File: config.mk
export PLATFORM = sky130hd
export DESIGN_NAME = serial_adder_flat
export DESIGN_NICKNAME = d
export VERILOG_FILES = /design/src/rtl/serial_adder_if.sv /design/src/rtl/serial_adder.sv /design/src/flat_wrapper.sv
export SDC_FILE = /design/constraint.sdc
export NUM_CORES = 1
export LEC_CHECK = 0
export CAP_MARGIN = 15
export CORE_UTILIZATION = 55
export CTS_CLUSTER_SIZE = 16
export DETAILED_ROUTE_END_ITERATION = 8
export GPL_TIMING_DRIVEN = 0
export PLACE_DENSITY = 0.9
export SETUP_SLACK_MARGIN = 0.4
export SYNTH_ARGS = -nofsm -noshare
export SYNTH_HDL_FRONTEND = slang
export SYNTH_SLANG_ARGS = --single-unit
File: constraint.sdc
create_clock -name clk -period 3 [get_ports clk]
set_input_delay 0.6 -clock clk [delete_from_list [all_inputs] [get_ports clk]]
set_output_delay 0.6 -clock clk [all_outputs]
set_load 0.01 [all_outputs]
File: src/rtl/serial_adder_if.sv
// -----------------------------------------------------------------------------
// serial_adder_if
// Bundles the request/response signals of the bit-serial adder.
//
//   start  master->slave  begin an addition (only looked at while idle)
//   a, b   master->slave  WIDTH-bit operands, captured on the accepting edge
//   cin    master->slave  carry-in, captured on the accepting edge
//   busy   slave->master  bits are being processed
//   done   slave->master  one-cycle pulse when sum/cout have been updated
//   sum    slave->master  registered WIDTH-bit result
//   cout   slave->master  registered carry out of the MSB
//   ovf    slave->master  registered signed overflow (SERIAL_ADDER_OVF_EN only)
//
// Build option: define SERIAL_ADDER_OVF_EN to add the ovf signal.
// -----------------------------------------------------------------------------
interface serial_adder_if #(
    parameter int WIDTH = 8
);
    logic             start;
    logic [WIDTH-1:0] a;
    logic [WIDTH-1:0] b;
    logic             cin;
    logic             busy;
    logic             done;
    logic [WIDTH-1:0] sum;
    logic             cout;
`ifdef SERIAL_ADDER_OVF_EN
    logic             ovf;

    modport master (
        output start, a, b, cin,
        input  busy, done, sum, cout, ovf
    );

    modport slave (
        input  start, a, b, cin,
        output busy, done, sum, cout, ovf
    );
`else
    modport master (
        output start, a, b, cin,
        input  busy, done, sum, cout
    );

    modport slave (
        input  start, a, b, cin,
        output busy, done, sum, cout
    );
`endif
endinterface

File: src/rtl/serial_adder.sv
// -----------------------------------------------------------------------------
// serial_adder
// Bit-serial ripple adder: adds two WIDTH-bit operands plus a carry-in one bit
// per clock, LSB first, through a single 1-bit full-adder cell whose carry-out
// is fed back through a carry flip-flop. Area-minimal alternative to a
// WIDTH-wide ripple adder.
//
// Parameters
//   WIDTH  operand/result width, 2..32 (default 8)
//
// Ports
//   clk    rising-edge clock
//   rst_n  asynchronous active-low reset
//   bus    serial_adder_if.slave: start/a/b/cin in, busy/done/sum/cout(/ovf) out
//
// Timing: start accepted at edge E0, busy high after E0 through E(WIDTH),
// final bit processed at E(WIDTH) (sum/cout updated, done=1), done drops and
// the block is idle again after E(WIDTH+1). One addition per WIDTH+2 cycles.
//
// Build option: SERIAL_ADDER_OVF_EN adds the registered signed-overflow output
// ovf = (carry into MSB) ^ (carry out of MSB).
// -----------------------------------------------------------------------------

// 1-bit full-adder cell.
module serial_adder_fa (
    input  logic a_i,
    input  logic b_i,
    input  logic c_i,
    output logic s_o,
    output logic co_o
);
    assign s_o  = a_i ^ b_i ^ c_i;
    assign co_o = (a_i & b_i) | (c_i & (a_i ^ b_i));
endmodule

module serial_adder #(
    parameter int WIDTH = 8
) (
    input  logic          clk,
    input  logic          rst_n,
    serial_adder_if.slave bus
);
    localparam int CW = (WIDTH > 1) ? $clog2(WIDTH) : 1;

    typedef enum logic [1:0] {
        IDLE = 2'd0,
        RUN  = 2'd1,
        DONE = 2'd2
    } state_t;

    state_t           state_q, state_d;
    logic [WIDTH-1:0] a_q, a_d;        // operand A shift register
    logic [WIDTH-1:0] b_q, b_d;        // operand B shift register
    logic [WIDTH-1:0] res_q, res_d;    // result shift register (fills from MSB)
    logic [WIDTH-1:0] sum_q, sum_d;
    logic             carry_q, carry_d;
    logic             cout_q, cout_d;
    logic [CW-1:0]    cnt_q, cnt_d;
`ifdef SERIAL_ADDER_OVF_EN
    logic             ovf_q, ovf_d;
`endif

    logic             fa_s;
    logic             fa_co;
    logic             last_bit;
    logic [WIDTH-1:0] res_next;

    serial_adder_fa u_fa (
        .a_i  (a_q[0]),
        .b_i  (b_q[0]),
        .c_i  (carry_q),
        .s_o  (fa_s),
        .co_o (fa_co)
    );

    assign last_bit = (cnt_q == CW'(WIDTH - 1));

    // New sum bit enters at the MSB; after WIDTH shifts bit 0 sits at the LSB.
    assign res_next = {fa_s, res_q[WIDTH-1:1]};

    // -------------------------------------------------------------------------
    // Next-state / datapath
    // -------------------------------------------------------------------------
    always_comb begin
        state_d = state_q;
        a_d     = a_q;
        b_d     = b_q;
        res_d   = res_q;
        sum_d   = sum_q;
        carry_d = carry_q;
        cout_d  = cout_q;
        cnt_d   = cnt_q;
`ifdef SERIAL_ADDER_OVF_EN
        ovf_d   = ovf_q;
`endif

        unique case (state_q)
            IDLE: begin
                if (bus.start) begin
                    a_d     = bus.a;
                    b_d     = bus.b;
                    carry_d = bus.cin;
                    res_d   = '0;
                    cnt_d   = '0;
                    state_d = RUN;
                end
            end

            RUN: begin
                res_d   = res_next;
                carry_d = fa_co;
                a_d     = a_q >> 1;
                b_d     = b_q >> 1;
                cnt_d   = cnt_q + CW'(1);
                if (last_bit) begin
                    sum_d   = res_next;
                    cout_d  = fa_co;
`ifdef SERIAL_ADDER_OVF_EN
                    // While the MSB is being added the carry FF holds the carry
                    // into the MSB, so it doubles as the carry-into-MSB term.
                    ovf_d   = carry_q ^ fa_co;
`endif
                    state_d = DONE;
                end
            end

            DONE: begin
                state_d = IDLE;
            end

            default: begin
                state_d = IDLE;
            end
        endcase
    end

    // -------------------------------------------------------------------------
    // State registers
    // -------------------------------------------------------------------------
    always_ff @(posedge clk or negedge rst_n) begin
        if (!rst_n) begin
            state_q <= IDLE;
            a_q     <= '0;
            b_q     <= '0;
            res_q   <= '0;
            sum_q   <= '0;
            carry_q <= 1'b0;
            cout_q  <= 1'b0;
            cnt_q   <= '0;
`ifdef SERIAL_ADDER_OVF_EN
            ovf_q   <= 1'b0;
`endif
        end else begin
            state_q <= state_d;
            a_q     <= a_d;
            b_q     <= b_d;
            res_q   <= res_d;
            sum_q   <= sum_d;
            carry_q <= carry_d;
            cout_q  <= cout_d;
            cnt_q   <= cnt_d;
`ifdef SERIAL_ADDER_OVF_EN
            ovf_q   <= ovf_d;
`endif
        end
    end

    // -------------------------------------------------------------------------
    // Outputs: pure registered decodes, no path from start.
    // -------------------------------------------------------------------------
    assign bus.busy = (state_q == RUN);
    assign bus.done = (state_q == DONE);
    assign bus.sum  = sum_q;
    assign bus.cout = cout_q;
`ifdef SERIAL_ADDER_OVF_EN
    assign bus.ovf  = ovf_q;
`endif

endmodule
File: src/flat_wrapper.sv
// flat-port wrapper written by rule: the top's interface ports become plain ports
module serial_adder_flat 
#(
    parameter int WIDTH = 8
)
  (clk, rst_n, bus_start, bus_a, bus_b, bus_cin, bus_busy, bus_done, bus_sum, bus_cout);
  serial_adder_if #(.WIDTH(WIDTH)) bus_i ();
  input  logic clk;
  input  logic rst_n;
  input wire logic [$bits(bus_i.start)-1:0] bus_start;
  input wire logic [$bits(bus_i.a)-1:0] bus_a;
  input wire logic [$bits(bus_i.b)-1:0] bus_b;
  input wire logic [$bits(bus_i.cin)-1:0] bus_cin;
  output wire logic [$bits(bus_i.busy)-1:0] bus_busy;
  output wire logic [$bits(bus_i.done)-1:0] bus_done;
  output wire logic [$bits(bus_i.sum)-1:0] bus_sum;
  output wire logic [$bits(bus_i.cout)-1:0] bus_cout;
  assign bus_i.start = bus_start;
  assign bus_i.a = bus_a;
  assign bus_i.b = bus_b;
  assign bus_i.cin = bus_cin;
  assign bus_busy = bus_i.busy;
  assign bus_done = bus_i.done;
  assign bus_sum = bus_i.sum;
  assign bus_cout = bus_i.cout;
  serial_adder #(.WIDTH(WIDTH)) u_core (.clk(clk), .rst_n(rst_n), .bus(bus_i));
endmodule
# == Word-level counts from Yosys, hierarchy flattened ==
# Index checks and enable logic that the tools add are counted.
# totals
regBits,39
out_inout_bits,11
wordCells,37
# op_classes
n_addsub,1
eq_ne,5
mux,13
n_bitwise,5
n_reduce_logical,5
# op_table
cell,n
8-bit one-hot mux with 2 select lines,3
8-bit 2-to-1 mux,3
3-bit one-hot mux with 2 select lines,1
2-bit AND reduction,3
2-bit 2-to-1 mux,2
2-bit one-hot mux with 2 select lines,1
3-bit by 1-bit adder with 3-bit output (second input constant),1
3-bit equality test (second input constant),1
3-bit 2-to-1 mux,1
1-bit AND,2
2-bit by 1-bit equality test with 1-bit output (second input constant),1
2-bit equality test (second input constant),1
2-bit zero test,1
2-bit by 1-bit != test with 1-bit output (second input constant),1
2-bit != test (second input constant),1
1-bit one-hot mux with 2 select lines,1
2-bit nonzero test,1
1-bit XOR,2
1-bit 2-to-1 mux,1
1-bit OR,1

# == Depth between registers and ports, before layout ==
# Gate-level depths: netlist of the first run.
# logic_depth
word_depth,4
mapped_depth,5

# == Cells and area by module ==
# A second synthesis of the first run with hierarchy kept.
# hier_totals
hier_cells,149
hier_area_um2,1747.9
# by_module_without_submodules
module,n_inst,cells_per_inst,area_each_um2,seq_area_each_um2
serial_adder,1,148,1727.9,950.9
serial_adder_fa,1,1,20.0,0.0

# == Worst setup path before layout of the first run ==
# No wires, ideal clock.
# synth_timing
path_type,register to output
start,reg u_core.state_q[1]
end,out bus_done
arrival_time_ns,1.006
setup_slack_ns,1.394
stages_incl_launch_ff,4
path_buffers,2
cell_sequence,dfrtp_1 > buf_2 > clkbuf_1 > nor2b_1
# synth_via
elab_chain_len,1
# synth_rtl
element,line,text
from (decl),serial_adder.sv:51,"state_t state_q, state_d;"
from (signal assigned),serial_adder.sv:154,state_q <= state_d;
2-bit equality test,serial_adder.sv:172,assign bus.done = (state_q == DONE);
to (decl),flat_wrapper.sv:15,output wire logic [$bits(bus_i.done)-1:0] bus_done;
# Every way passes these cells.

# == Worst setup path in the final report of the first run ==
# layout_timing
start,reg u_core.state_q[0]
end,out bus_done
# Same word-level chain as after synthesis.

==> flow_results.xml, run 1 <==
<?xml version="1.0" encoding="UTF-8"?>
<metrics>
  <group name="power">
    <metric name="pd_cells" unit="nW/um^2">1010</metric>
    <metric name="leakage" unit="nW">0.951</metric>
    <metric name="worst_ir_drop_vdd" unit="uV">504</metric>
    <metric name="finalPower" unit="mW">2.17</metric>
  </group>
  <group name="timing">
    <metric name="rsz0062_at_grt" unit="">false</metric>
    <metric name="number_of_hold_violations_in_the_final_report" unit="">0</metric>
    <metric name="maxSlewViolCount" unit="">0</metric>
    <metric name="final_critical_path_setup_slack" unit="ps">548</metric>
    <metric name="finalClockSkew" unit="ps">4.40</metric>
    <metric name="finalSetupViolations" unit="">0</metric>
    <metric name="max-slew-margin-rel" unit="%">46.5</metric>
    <metric name="fin_crit" unit="ps">2450</metric>
    <metric name="min_period_over_period" unit="%">81.7</metric>
    <metric name="final.setup.tns" unit="ps">0</metric>
    <metric name="maximum_clock_frequency" unit="MHz">408</metric>
    <metric name="worst_slew_pin_slew" unit="ps">802</metric>
  </group>
  <group name="placed_design">
    <metric name="placed_cells" unit="">195</metric>
    <metric name="port-buffer-count" unit="">29</metric>
    <metric name="place_ws" unit="ps">793</metric>
    <metric name="placed_area" unit="sq um">2030</metric>
    <metric name="globalplace.congestion" unit="">0.833</metric>
    <metric name="dp.final_hpwl" unit="mm">2.33</metric>
  </group>
  <group name="clock_network">
    <metric name="tritoncts_clock_tree" unit="">built</metric>
    <metric name="clk_root_buffer_cell" unit="">clkbuf_4</metric>
    <metric name="clk_path_buf_depth" unit="">2</metric>
    <metric name="post_cts_hold_buffer_count" unit="">0</metric>
    <metric name="path_clk_slew" unit="ps">110</metric>
    <metric name="numCtsBuffers" unit="">5</metric>
    <metric name="cts_repair_resize_count" unit="">1</metric>
    <metric name="h_tree_depth" unit="">2</metric>
    <metric name="clock-sinks" unit="">38</metric>
    <metric name="insertion_delay" unit="ps">350</metric>
    <metric name="post_cts_setup_buffer_count" unit="">0</metric>
  </group>
  <group name="floorplanning">
    <metric name="placementRows" unit="">19</metric>
    <metric name="floorplan.die.width" unit="um">57.8</metric>
    <metric name="start_util" unit="%">60.0</metric>
    <metric name="die_area" unit="sq um">3340</metric>
    <metric name="fp.coreArea" unit="sq um">2850</metric>
    <metric name="floorplan.io_pins" unit="">31</metric>
    <metric name="die_height" unit="um">57.8</metric>
  </group>
  <group name="final_layout">
    <metric name="final_area" unit="sq um">2150</metric>
    <metric name="fin_nets" unit="">194</metric>
    <metric name="post_layout_instance_count_excluding_filler_cells" unit="">203</metric>
    <metric name="drive_gt1_share" unit="%">19.2</metric>
    <metric name="area.growth.synth_to_final" unit="%">25.7</metric>
    <metric name="diodes" unit="">0</metric>
  </group>
  <group name="global_route">
    <metric name="gr-usage-all-layers" unit="%">22.6</metric>
    <metric name="grt_max_degree" unit="">39</metric>
    <metric name="first_global_vias" unit="">1185</metric>
    <metric name="antenna_violations_before_repair" unit="">0</metric>
    <metric name="wire_length_of_the_first_global_routing_pass" unit="mm">5.57</metric>
    <metric name="grt_remaining_overflow" unit="">0</metric>
  </group>
  <group name="yosys">
    <metric name="postSynthRegisterBits" unit="">38</metric>
    <metric name="syn-cell-area" unit="sq um">1710</metric>
    <metric name="synth_compound_area_share" unit="%">14.9</metric>
    <metric name="postSynth.asyncResetShare" unit="%">100</metric>
    <metric name="yosys_warnings" unit="">0</metric>
    <metric name="synth_seq_area_share" unit="%">55.6</metric>
    <metric name="synth_enable_flop_cells" unit="">0</metric>
    <metric name="synth_cells" unit="">135</metric>
    <metric name="synth_adder_area_share" unit="%">2.63</metric>
    <metric name="synthSimpleGateAreaFrac" unit="%">13.4</metric>
    <metric name="synth_cell_type_count" unit="">23</metric>
    <metric name="mux_share_of_post_synthesis_cell_area" unit="%">6.51</metric>
    <metric name="synth.area.top_cells" unit="">dfrtp_1, nor4b_1, mux2_2</metric>
    <metric name="synth_top_family_by_area" unit="">compound AO/OA/AOI/OAI gates</metric>
    <metric name="syn_nets" unit="">158</metric>
    <metric name="synthXorXnorAreaFrac" unit="%">0</metric>
    <metric name="synthDominantCellAreaShare" unit="%">55.6</metric>
    <metric name="synth_top_flop_cell" unit="">dfrtp_1</metric>
    <metric name="synth_area_per_cell" unit="sq um">12.7</metric>
    <metric name="synth_top_area_cell" unit="">dfrtp_1</metric>
  </group>
  <group name="worst_setup_path">
    <metric name="cp_max_fo" unit="">10</metric>
    <metric name="worst_r2r_path_depth" unit="">5</metric>
    <metric name="crit_path_cell_trace" unit="">buf_6, clkbuf_1, nor2b_1, clkdlybuf4s50_1</metric>
    <metric name="crit_arrival" unit="ps">1850</metric>
    <metric name="crit_path_from" unit="">u_core.state_q[0]</metric>
    <metric name="crit_path_max_incr_delay" unit="ps">540</metric>
    <metric name="criticalPathCategory" unit="">reg2out</metric>
    <metric name="timing.critical_path.to_type" unit="">primary output</metric>
    <metric name="worst-endpoint-required" unit="ps">2400</metric>
    <metric name="critPathSlowestCell" unit="">clkdlybuf4s50_1</metric>
    <metric name="worst_setup_path_start_kind" unit="">flop</metric>
    <metric name="timing.rr.start" unit="">u_core.cnt_q[0]</metric>
  </group>
  <group name="run">
    <metric name="maxcap_violations" unit="">0</metric>
  </group>
  <group name="route">
    <metric name="firstDrtPassIters" unit="">6</metric>
    <metric name="drt_iter0_drc" unit="">29</metric>
    <metric name="post_drt_wl_per_cell" unit="um">16.1</metric>
    <metric name="met3WireLength" unit="um">175</metric>
    <metric name="detail_route.vias_per_cell" unit="">6.05</metric>
    <metric name="max_layer_used" unit="">met4</metric>
    <metric name="met2_wirelength" unit="mm">1.56</metric>
    <metric name="antenna_violating_nets_post_route" unit="">0</metric>
    <metric name="wl" unit="mm">3.26</metric>
    <metric name="routed_met1_length" unit="mm">1.47</metric>
    <metric name="routed-via-count" unit="">1229</metric>
    <metric name="drc" unit="">1</metric>
  </group>
  <group name="outcome">
    <metric name="violated_checks" unit="">design-rule violations</metric>
    <metric name="run_status" unit="">finished with violations</metric>
  </group>
  <group name="hold_path">
    <metric name="hp-class" unit="">in2async</metric>
  </group>
</metrics>
==> through the flow <==
step | util, % | hold slack (ps)
after detailed placement | 71.3 | 482
after floorplan | - | 304
final | 75.4 | 330
after global placement | 71.5 | 483
after global routing | 75.4 | 386
after CTS | 75.3 | 349
==> cells by family (layout without fill, tap and decap cells) <==
family	Yosys count	count (layout)
DFF	38	38
AOI/OAI and AO/OA	29	29
muxes	10	10
buffers and inverters	27	64
adders and majority gates	3	3
and+or+nand+nor	28	28
==> state kept, by name, summed over array words and instances, names as in the netlist <==
name	count
u_core.carry_q	1
u_core.a_q	8
u_core.res_q	7
u_core.state_q	2
u_core.cnt_q	3
u_core.b_q	8
u_core.bus.cout	1
u_core.bus.sum	8
==> layer usage <==
metal / track usage (%) / vias to the layer above
met1: 29.6 / 610
met2: 36.4 / 39
met5: 0 / -
met4: 9.18 / 0
met3: 5.58 / 8
li1: - / 572
==> cells in the mapped netlist (all sizes together), types with 2 or more instances <==
| cell | instances |
|---|---|
| a22o | 11 |
| nor3b | 10 |
| dfrtp | 38 |
| o221a | 2 |
| ha | 2 |
| buf | 8 |
| inv | 15 |
| a211oi | 9 |
| clkbuf | 4 |
| nor4b | 13 |
| a221oi | 4 |
| mux2 | 9 |
| or4b | 2 |
==> final cells by class <==
cell class / count / area [sq um]
timing repair buffer: 29 / 285
sequential: 38 / 951
clock buffer: 6 / 51.3
inverter: 15 / 56.3
tap: 31 / 38.8
clock inverter: 2 / 60.1
multi-input combinational: 70 / 641
buffer: 12 / 66.3
fill: 198 / 703
==> where the power goes <==
group / switching (mW) / internal, mW
clock network: 0.169 / 0.282
registers: 0.136 / 0.742
logic: 0.380 / 0.464
total: 0.686 / 1.49
==> worst max-delay path, delay by kind of cell, from the launching register on <==
family | cells | cell delay (ps)
and+or+nand+nor | 1 | 150
DFF | 1 | 460
buffers and inverters | 3 | 910
==> path summary, 6_finish.rpt <==
path | to | slack [ps]
max | bus_done | 550
min | u_core.bus.sum[5] | 330
max reg2reg | u_core.bus.sum[7] | 1380
min reg2reg | u_core.res_q[1] | 510
max in group asynchronous | u_core.bus.sum[4] | 2170
min in group clk | u_core.res_q[1] | 510
==> cell usage in the layout, fill, tap and decap left out <==
master / n
buf_2: 8
fa_1: 1
nand2b_1: 1
o21ba_2: 1
a22o_1: 11
o221a_2: 2
clkbuf_1: 2
nor2b_1: 1
dfrtp_1: 38
nand3b_1: 1
clkbuf_2: 1
a221oi_1: 4
ha_1: 2
or4b_1: 2
buf_6: 1
mux2_2: 9
bufinv_16: 2
clkdlybuf4s50_1: 28
a211oi_1: 9
mux2i_1: 1
a21oi_1: 1
clkbuf_8: 1
clkbuf_4: 6
inv_2: 1
nor4b_1: 13
nor3b_1: 10
o21bai_4: 1
inv_1: 14
No activity file was read; power rests on OpenSTA's default activity.
==> run 2, diff against run 1 <==
CORE_UTILIZATION = 46   (was 55)
PLACE_DENSITY = 0.81   (was 0.9)
clock period = 2 ns   (was 3 ns; I/O delays follow)
==> run 2 against run 1 <==
Compared with the run above: the flow now finishes without violations; combinational power up 70%; power is 50% higher; first-iteration DRC count up 97%; hold slack lost 120 ps; setup slack worse by 120 ps; final area grew 6.8%; sequential power rose by 50%; global-route usage fell by 2.7 points; critical path depth increased by 1; flip-flop and latch count is the same; non-clock buffer count rose by 10; clock power increased by 12%; highest routed layer unchanged.
==> flow_results.xml, run 2 (synthesized netlist as in run 1, its figures left out) <==
<?xml version="1.0" encoding="UTF-8"?>
<metrics>
  <group name="outcome">
    <metric name="run_status" unit="">complete, no violations</metric>
  </group>
  <group name="timing">
    <metric name="finalSetupViolations" unit="">0</metric>
    <metric name="maximum_clock_frequency" unit="MHz">635</metric>
    <metric name="final.setup.tns" unit="ps">0</metric>
    <metric name="maxSlewViolCount" unit="">0</metric>
    <metric name="fin_crit" unit="ps">1580</metric>
    <metric name="min_period_over_period" unit="%">78.8</metric>
    <metric name="max-slew-margin-rel" unit="%">45.5</metric>
    <metric name="worst_slew_pin_slew" unit="ps">818</metric>
    <metric name="rsz0062_at_grt" unit="">true</metric>
    <metric name="finalClockSkew" unit="ps">2.66</metric>
    <metric name="number_of_hold_violations_in_the_final_report" unit="">0</metric>
  </group>
  <group name="final_layout">
    <metric name="fin_util" unit="%">66.7</metric>
    <metric name="drive_gt1_share" unit="%">26.1</metric>
    <metric name="area.growth.synth_to_final" unit="%">34.2</metric>
    <metric name="multi_input_comb_area" unit="sq um">656</metric>
    <metric name="nFillCells" unit="">276</metric>
    <metric name="final_area" unit="sq um">2290</metric>
    <metric name="fin_nets" unit="">204</metric>
    <metric name="layout_common_cells" unit="">dfrtp_1, clkdlybuf4s50_1, inv_1, nor4b_1, a22o_1</metric>
    <metric name="diodes" unit="">0</metric>
    <metric name="layout_commonest_cell" unit="">dfrtp_1</metric>
    <metric name="seq_area" unit="sq um">952</metric>
  </group>
  <group name="clock_network">
    <metric name="clock-sinks" unit="">38</metric>
    <metric name="numCtsBuffers" unit="">5</metric>
    <metric name="insertion_delay" unit="ps">280</metric>
    <metric name="path_clk_slew" unit="ps">70</metric>
    <metric name="tritoncts_clock_tree" unit="">built</metric>
    <metric name="post_cts_hold_buffer_count" unit="">0</metric>
    <metric name="clk_path_buf_depth" unit="">2</metric>
    <metric name="clk_root_buffer_cell" unit="">clkbuf_8</metric>
    <metric name="h_tree_depth" unit="">2</metric>
  </group>
  <group name="global_route">
    <metric name="antenna_violations_before_repair" unit="">0</metric>
    <metric name="wire_length_of_the_first_global_routing_pass" unit="mm">6.07</metric>
    <metric name="grt_remaining_overflow" unit="">0</metric>
    <metric name="gr-usage-all-layers" unit="%">19.8</metric>
    <metric name="grt_max_degree" unit="">39</metric>
    <metric name="first_global_vias" unit="">1343</metric>
  </group>
  <group name="placed_design">
    <metric name="placed_area" unit="sq um">2050</metric>
    <metric name="dp.final_hpwl" unit="mm">2.36</metric>
    <metric name="port-buffer-count" unit="">29</metric>
    <metric name="globalplace.congestion" unit="">0.782</metric>
  </group>
  <group name="worst_setup_path">
    <metric name="crit_arrival" unit="ps">1180</metric>
    <metric name="timing.critical_path.to_type" unit="">primary output</metric>
    <metric name="worst_setup_path_start_kind" unit="">flop</metric>
    <metric name="criticalPathCategory" unit="">reg2out</metric>
    <metric name="cp_max_fo" unit="">3</metric>
    <metric name="worst-endpoint-required" unit="ps">1600</metric>
  </group>
  <group name="power">
    <metric name="finalPower" unit="mW">3.27</metric>
    <metric name="leakage" unit="nW">1.10</metric>
    <metric name="pd_cells" unit="nW/um^2">1420</metric>
    <metric name="worst_ir_drop_vdd" unit="uV">563</metric>
  </group>
  <group name="route">
    <metric name="drt_iter0_drc" unit="">57</metric>
    <metric name="firstDrtPassIters" unit="">4</metric>
    <metric name="post_drt_wl_per_cell" unit="um">15.8</metric>
    <metric name="antenna_violating_nets_post_route" unit="">0</metric>
    <metric name="wl" unit="mm">3.57</metric>
    <metric name="routed-via-count" unit="">1286</metric>
    <metric name="detail_route.vias_per_cell" unit="">5.69</metric>
    <metric name="drc" unit="">0</metric>
  </group>
  <group name="floorplanning">
    <metric name="start_util" unit="%">49.7</metric>
    <metric name="floorplan.io_pins" unit="">31</metric>
    <metric name="fp.coreArea" unit="sq um">3440</metric>
    <metric name="die_area" unit="sq um">3970</metric>
    <metric name="die_height" unit="um">63.0</metric>
    <metric name="floorplan.die.width" unit="um">63.0</metric>
    <metric name="placementRows" unit="">21</metric>
  </group>
  <group name="hold_path">
    <metric name="hp-class" unit="">in2async</metric>
  </group>
  <group name="run">
    <metric name="maxcap_violations" unit="">0</metric>
  </group>
</metrics>
## run 2: cell type report
| cell class | count | area share [%] |
|---|---|---|
| repair buffers | 39 | 16.7 |
| plain buffers | 12 | 4.53 |
| well taps | 46 | 2.51 |
| inverters | 15 | 2.56 |
| multi-input cells | 70 | 28.6 |
| clock buffers | 6 | 3.60 |
| flip-flops and latches | 38 | 41.5 |
## run 2: layer usage
layer  global-route usage (%)  routed length (um)  share of wire, %  vias to the layer above
met4                     6.40                  61               1.7                        0
met1                     23.5                1490                42                      644
li1                         -                   -                 -                      590
met5                        0                   0                 0                        -
met3                     5.47                 176               4.9                        7
met2                     34.4                1840                52                       45
## run 2: what timing repair did
| item | in CTS | in global routing |
|---|---|---|
| endpoints found under the setup margin | 11 | 18 |
| setup buffers | 7 | 3 |
| hold endpoints to repair | 0 | 0 |
| resized for setup | 23 | 14 |
## run 2: critical path: stages, from the launching register on
cell	delay, ps
dfrtp_2	440
buf_6	140
nand2b_4	70
inv_4	30
buf_6	110
buf_6	110
## run 2: through the flow
step                cells  setup slack [ps]  hold slack (ps)
finish                226               424              210
global route          226               383              279
CTS                   223               365              232
detailed placement    210             -43.0              476
global placement      210              -226              470
floorplan             135               522              104
## run 2: path summary, 6_finish.rpt
kind,from,end,slack [ps],cells after the start
worst max-delay path,u_core.state_q[0],bus_busy,420,5
worst min-delay path,rst_n,u_core.cnt_q[0],210,1
worst max register to register,u_core.cnt_q[0],u_core.bus.sum[4],480,5
worst min register to register,u_core.cnt_q[0],u_core.cnt_q[0],480,1
max in group asynchronous,rst_n,u_core.state_q[0],1220,1
min in group clk,u_core.cnt_q[0],u_core.cnt_q[0],480,1
## run 2: power breakdown
| part | internal (mW) | leakage [nW] | switching [mW] |
|---|---|---|---|
| sequential | 1.12 | 0.464 | 0.203 |
| combinational | 0.822 | 0.588 | 0.618 |
| clock | 0.266 | 0.0431 | 0.242 |
| total | 2.21 | 1.10 | 1.06 |
==> run 3, diff against run 2 <==
CORE_UTILIZATION = 51   (was 46)
PLACE_DENSITY = 0.85   (was 0.81)
clock period = 1.5 ns   (was 2 ns; I/O delays follow)
==> run 3 against run 2 <==
Compared with the run above: the run now ends with negative setup slack left; sequential power increased by 37%; critical path depth unchanged; first-iteration DRC count decreased by 21%; via count increased by 8.9%; core utilization increased by 21 points; sequential share of layout area decreased by 7.0 points; non-clock buffer count increased by 14; die area decreased by 9.5%; power increased by 71%; routed wire length increased by 41%; combinational power increased by 100%; clock skew increased by 9.7 ps.
==> flow_results.xml, run 3 (synthesized netlist as in run 1, its figures left out) <==
<?xml version="1.0" encoding="UTF-8"?>
<metrics>
  <group name="global_route">
    <metric name="antenna_violations_before_repair" unit="">0</metric>
    <metric name="grt_remaining_overflow" unit="">0</metric>
    <metric name="gr-usage-all-layers" unit="%">30.1</metric>
    <metric name="first_global_vias" unit="">1459</metric>
    <metric name="grt_max_degree" unit="">39</metric>
    <metric name="wire_length_of_the_first_global_routing_pass" unit="mm">7.49</metric>
  </group>
  <group name="placed_design">
    <metric name="port-buffer-count" unit="">29</metric>
    <metric name="place_ws" unit="ps">-213</metric>
    <metric name="placed_area" unit="sq um">2310</metric>
    <metric name="dp.final_hpwl" unit="mm">2.55</metric>
    <metric name="globalplace.congestion" unit="">0.745</metric>
  </group>
  <group name="worst_setup_path">
    <metric name="timing.critical_path.to_type" unit="">primary output</metric>
    <metric name="critPathSlowestCell" unit="">dfrtp_1</metric>
    <metric name="reg2reg_end" unit="">u_core.b_q[1]</metric>
    <metric name="crit_top_cell" unit="">buf_6</metric>
    <metric name="crit_arrival" unit="ps">1400</metric>
    <metric name="timing.rr.start" unit="">u_core.state_q[1]</metric>
    <metric name="worst_r2r_path_depth" unit="">6</metric>
    <metric name="worst-r2r-setup-slack" unit="ps">-140</metric>
    <metric name="cp_max_fo" unit="">2</metric>
    <metric name="crit_path_cell_trace" unit="">buf_6, buf_8, clkbuf_16, nor2b_4, buf_6</metric>
    <metric name="crit_path_max_incr_delay" unit="ps">430</metric>
    <metric name="criticalPathCategory" unit="">reg2out</metric>
    <metric name="worst_setup_path_start_kind" unit="">flop</metric>
    <metric name="worst-endpoint-required" unit="ps">1200</metric>
  </group>
  <group name="clock_network">
    <metric name="clk_root_buffer_cell" unit="">clkbuf_4</metric>
    <metric name="h_tree_depth" unit="">2</metric>
    <metric name="clk_path_buf_depth" unit="">2</metric>
    <metric name="clock-sinks" unit="">38</metric>
    <metric name="insertion_delay" unit="ps">370</metric>
    <metric name="tritoncts_clock_tree" unit="">built</metric>
    <metric name="post_cts_hold_buffer_count" unit="">0</metric>
    <metric name="numCtsBuffers" unit="">5</metric>
    <metric name="path_clk_slew" unit="ps">140</metric>
  </group>
  <group name="timing">
    <metric name="worst_slew_pin_slew" unit="ps">852</metric>
    <metric name="min_period_over_period" unit="%">113</metric>
    <metric name="finalClockSkew" unit="ps">12.4</metric>
    <metric name="number_of_hold_violations_in_the_final_report" unit="">0</metric>
    <metric name="maximum_clock_frequency" unit="MHz">590</metric>
    <metric name="final_critical_path_setup_slack" unit="ps">-196</metric>
    <metric name="maxSlewViolCount" unit="">0</metric>
    <metric name="max-slew-margin-rel" unit="%">43.2</metric>
    <metric name="finalSetupViolations" unit="">32</metric>
    <metric name="fin_crit" unit="ps">1700</metric>
    <metric name="rsz0062_at_grt" unit="">true</metric>
  </group>
  <group name="floorplanning">
    <metric name="die_height" unit="um">59.9</metric>
    <metric name="die_area" unit="sq um">3590</metric>
    <metric name="floorplan.die.width" unit="um">59.9</metric>
    <metric name="floorplan.io_pins" unit="">31</metric>
    <metric name="placementRows" unit="">20</metric>
    <metric name="start_util" unit="%">54.7</metric>
    <metric name="fp.coreArea" unit="sq um">3130</metric>
  </group>
  <group name="route">
    <metric name="antenna_violating_nets_post_route" unit="">0</metric>
    <metric name="routed-via-count" unit="">1400</metric>
    <metric name="firstDrtPassIters" unit="">4</metric>
    <metric name="detail_route.vias_per_cell" unit="">5.83</metric>
    <metric name="wl" unit="mm">5.03</metric>
    <metric name="drt_iter0_drc" unit="">45</metric>
    <metric name="drc" unit="">0</metric>
    <metric name="post_drt_wl_per_cell" unit="um">21.0</metric>
  </group>
  <group name="final_layout">
    <metric name="layout_common_cells" unit="">dfrtp_1, clkdlybuf4s50_1, buf_4, inv_1, buf_6</metric>
    <metric name="drive_gt1_share" unit="%">51.0</metric>
    <metric name="nFillCells" unit="">136</metric>
    <metric name="seq_area" unit="sq um">951</metric>
    <metric name="area.growth.synth_to_final" unit="%">61.1</metric>
    <metric name="layout_commonest_cell" unit="">dfrtp_1</metric>
    <metric name="diodes" unit="">0</metric>
    <metric name="fin_util" unit="%">88.1</metric>
    <metric name="final_area" unit="sq um">2760</metric>
    <metric name="fin_nets" unit="">218</metric>
    <metric name="multi_input_comb_area" unit="sq um">938</metric>
  </group>
  <group name="outcome">
    <metric name="violated_checks" unit="">negative setup slack</metric>
    <metric name="run_status" unit="">finished with violations</metric>
  </group>
  <group name="run">
    <metric name="maxcap_violations" unit="">0</metric>
  </group>
  <group name="power">
    <metric name="leakage" unit="nW">1.25</metric>
    <metric name="pd_cells" unit="nW/um^2">2030</metric>
    <metric name="worst_ir_drop_vdd" unit="uV">1070</metric>
  </group>
  <group name="hold_path">
    <metric name="hp-class" unit="">in2async</metric>
  </group>
</metrics>
run 3: cell count changes in the layout (fill, tap and decap cells not counted), sizes merged:
| cell | change |
|---|---|
| buf | +20 |
| bufbuf | +1 |
| bufinv | +2 |
| clkbuf | +1 |
| clkdlybuf4s50 | -2 |
| clkinv | +1 |
| dlymetal6s2s | -7 |
run 3: area by class of cell:
cell class / instances / area share (%)
Clock inverter: 3 / 2.50
Timing Repair Buffer: 53 / 17.2
Sequential cell: 38 / 34.5
Clock buffer: 5 / 1.36
Multi-Input combinational cell: 70 / 34.1
Buffer: 12 / 6.31
Tap cell: 44 / 2.00
Inverter: 15 / 2.04
run 3: metal layers:
metal / vias to the layer above / GRT usage (%) / wire, um
met2: 59 / 57.1 / 2900
met4: 0 / 9.97 / 74
met3: 9 / 6.28 / 203
met1: 715 / 32.8 / 1860
met5: - / 0 / 0
li1: 617 / - / -
run 3: how the worst max path moves through the flow:
stage	cells past startpoint	end	from
finish	5	bus_done	u_core.state_q[1]
global route	5	bus_done	u_core.state_q[0]
CTS	5	bus_done	u_core.state_q[1]
detailed placement	4	bus_busy	u_core.state_q[1]
global placement	1	u_core.b_q[5]	rst_n
floorplan	5	u_core.bus.cout	u_core.cnt_q[0]
run 3: report_power, final:
group	total [mW]	switching [mW]	internal [mW]
combinational	2.88	1.26	1.62
sequential	1.81	0.325	1.48
clock	0.909	0.387	0.521
run 3: repair_timing:
item / 4_1_cts / 5_1_grt
buffers inserted: 12 / 9
resized for setup: 78 / 5
pin swaps: 2 / 3
setup endpoints to repair: 48 / 49
gates cloned: 2 / 1
run 3: through the flow:
step                instances  hold slack (ps)  setup TNS, ps  power [mW]
floorplan                 135             4.41              0        3.20
global route              240             84.7          -3130        5.84
global placement          208              486         -25080        3.72
finish                    240             25.4          -1760        5.59
CTS                       230             61.7           -575        5.24
detailed placement        208              449           -383        3.87
run 3: critical path: cells and delay by family (launching register included):
family | cells | cell delay (ps)
buf+inv | 4 | 490
flops | 1 | 430
simple gates | 1 | 120
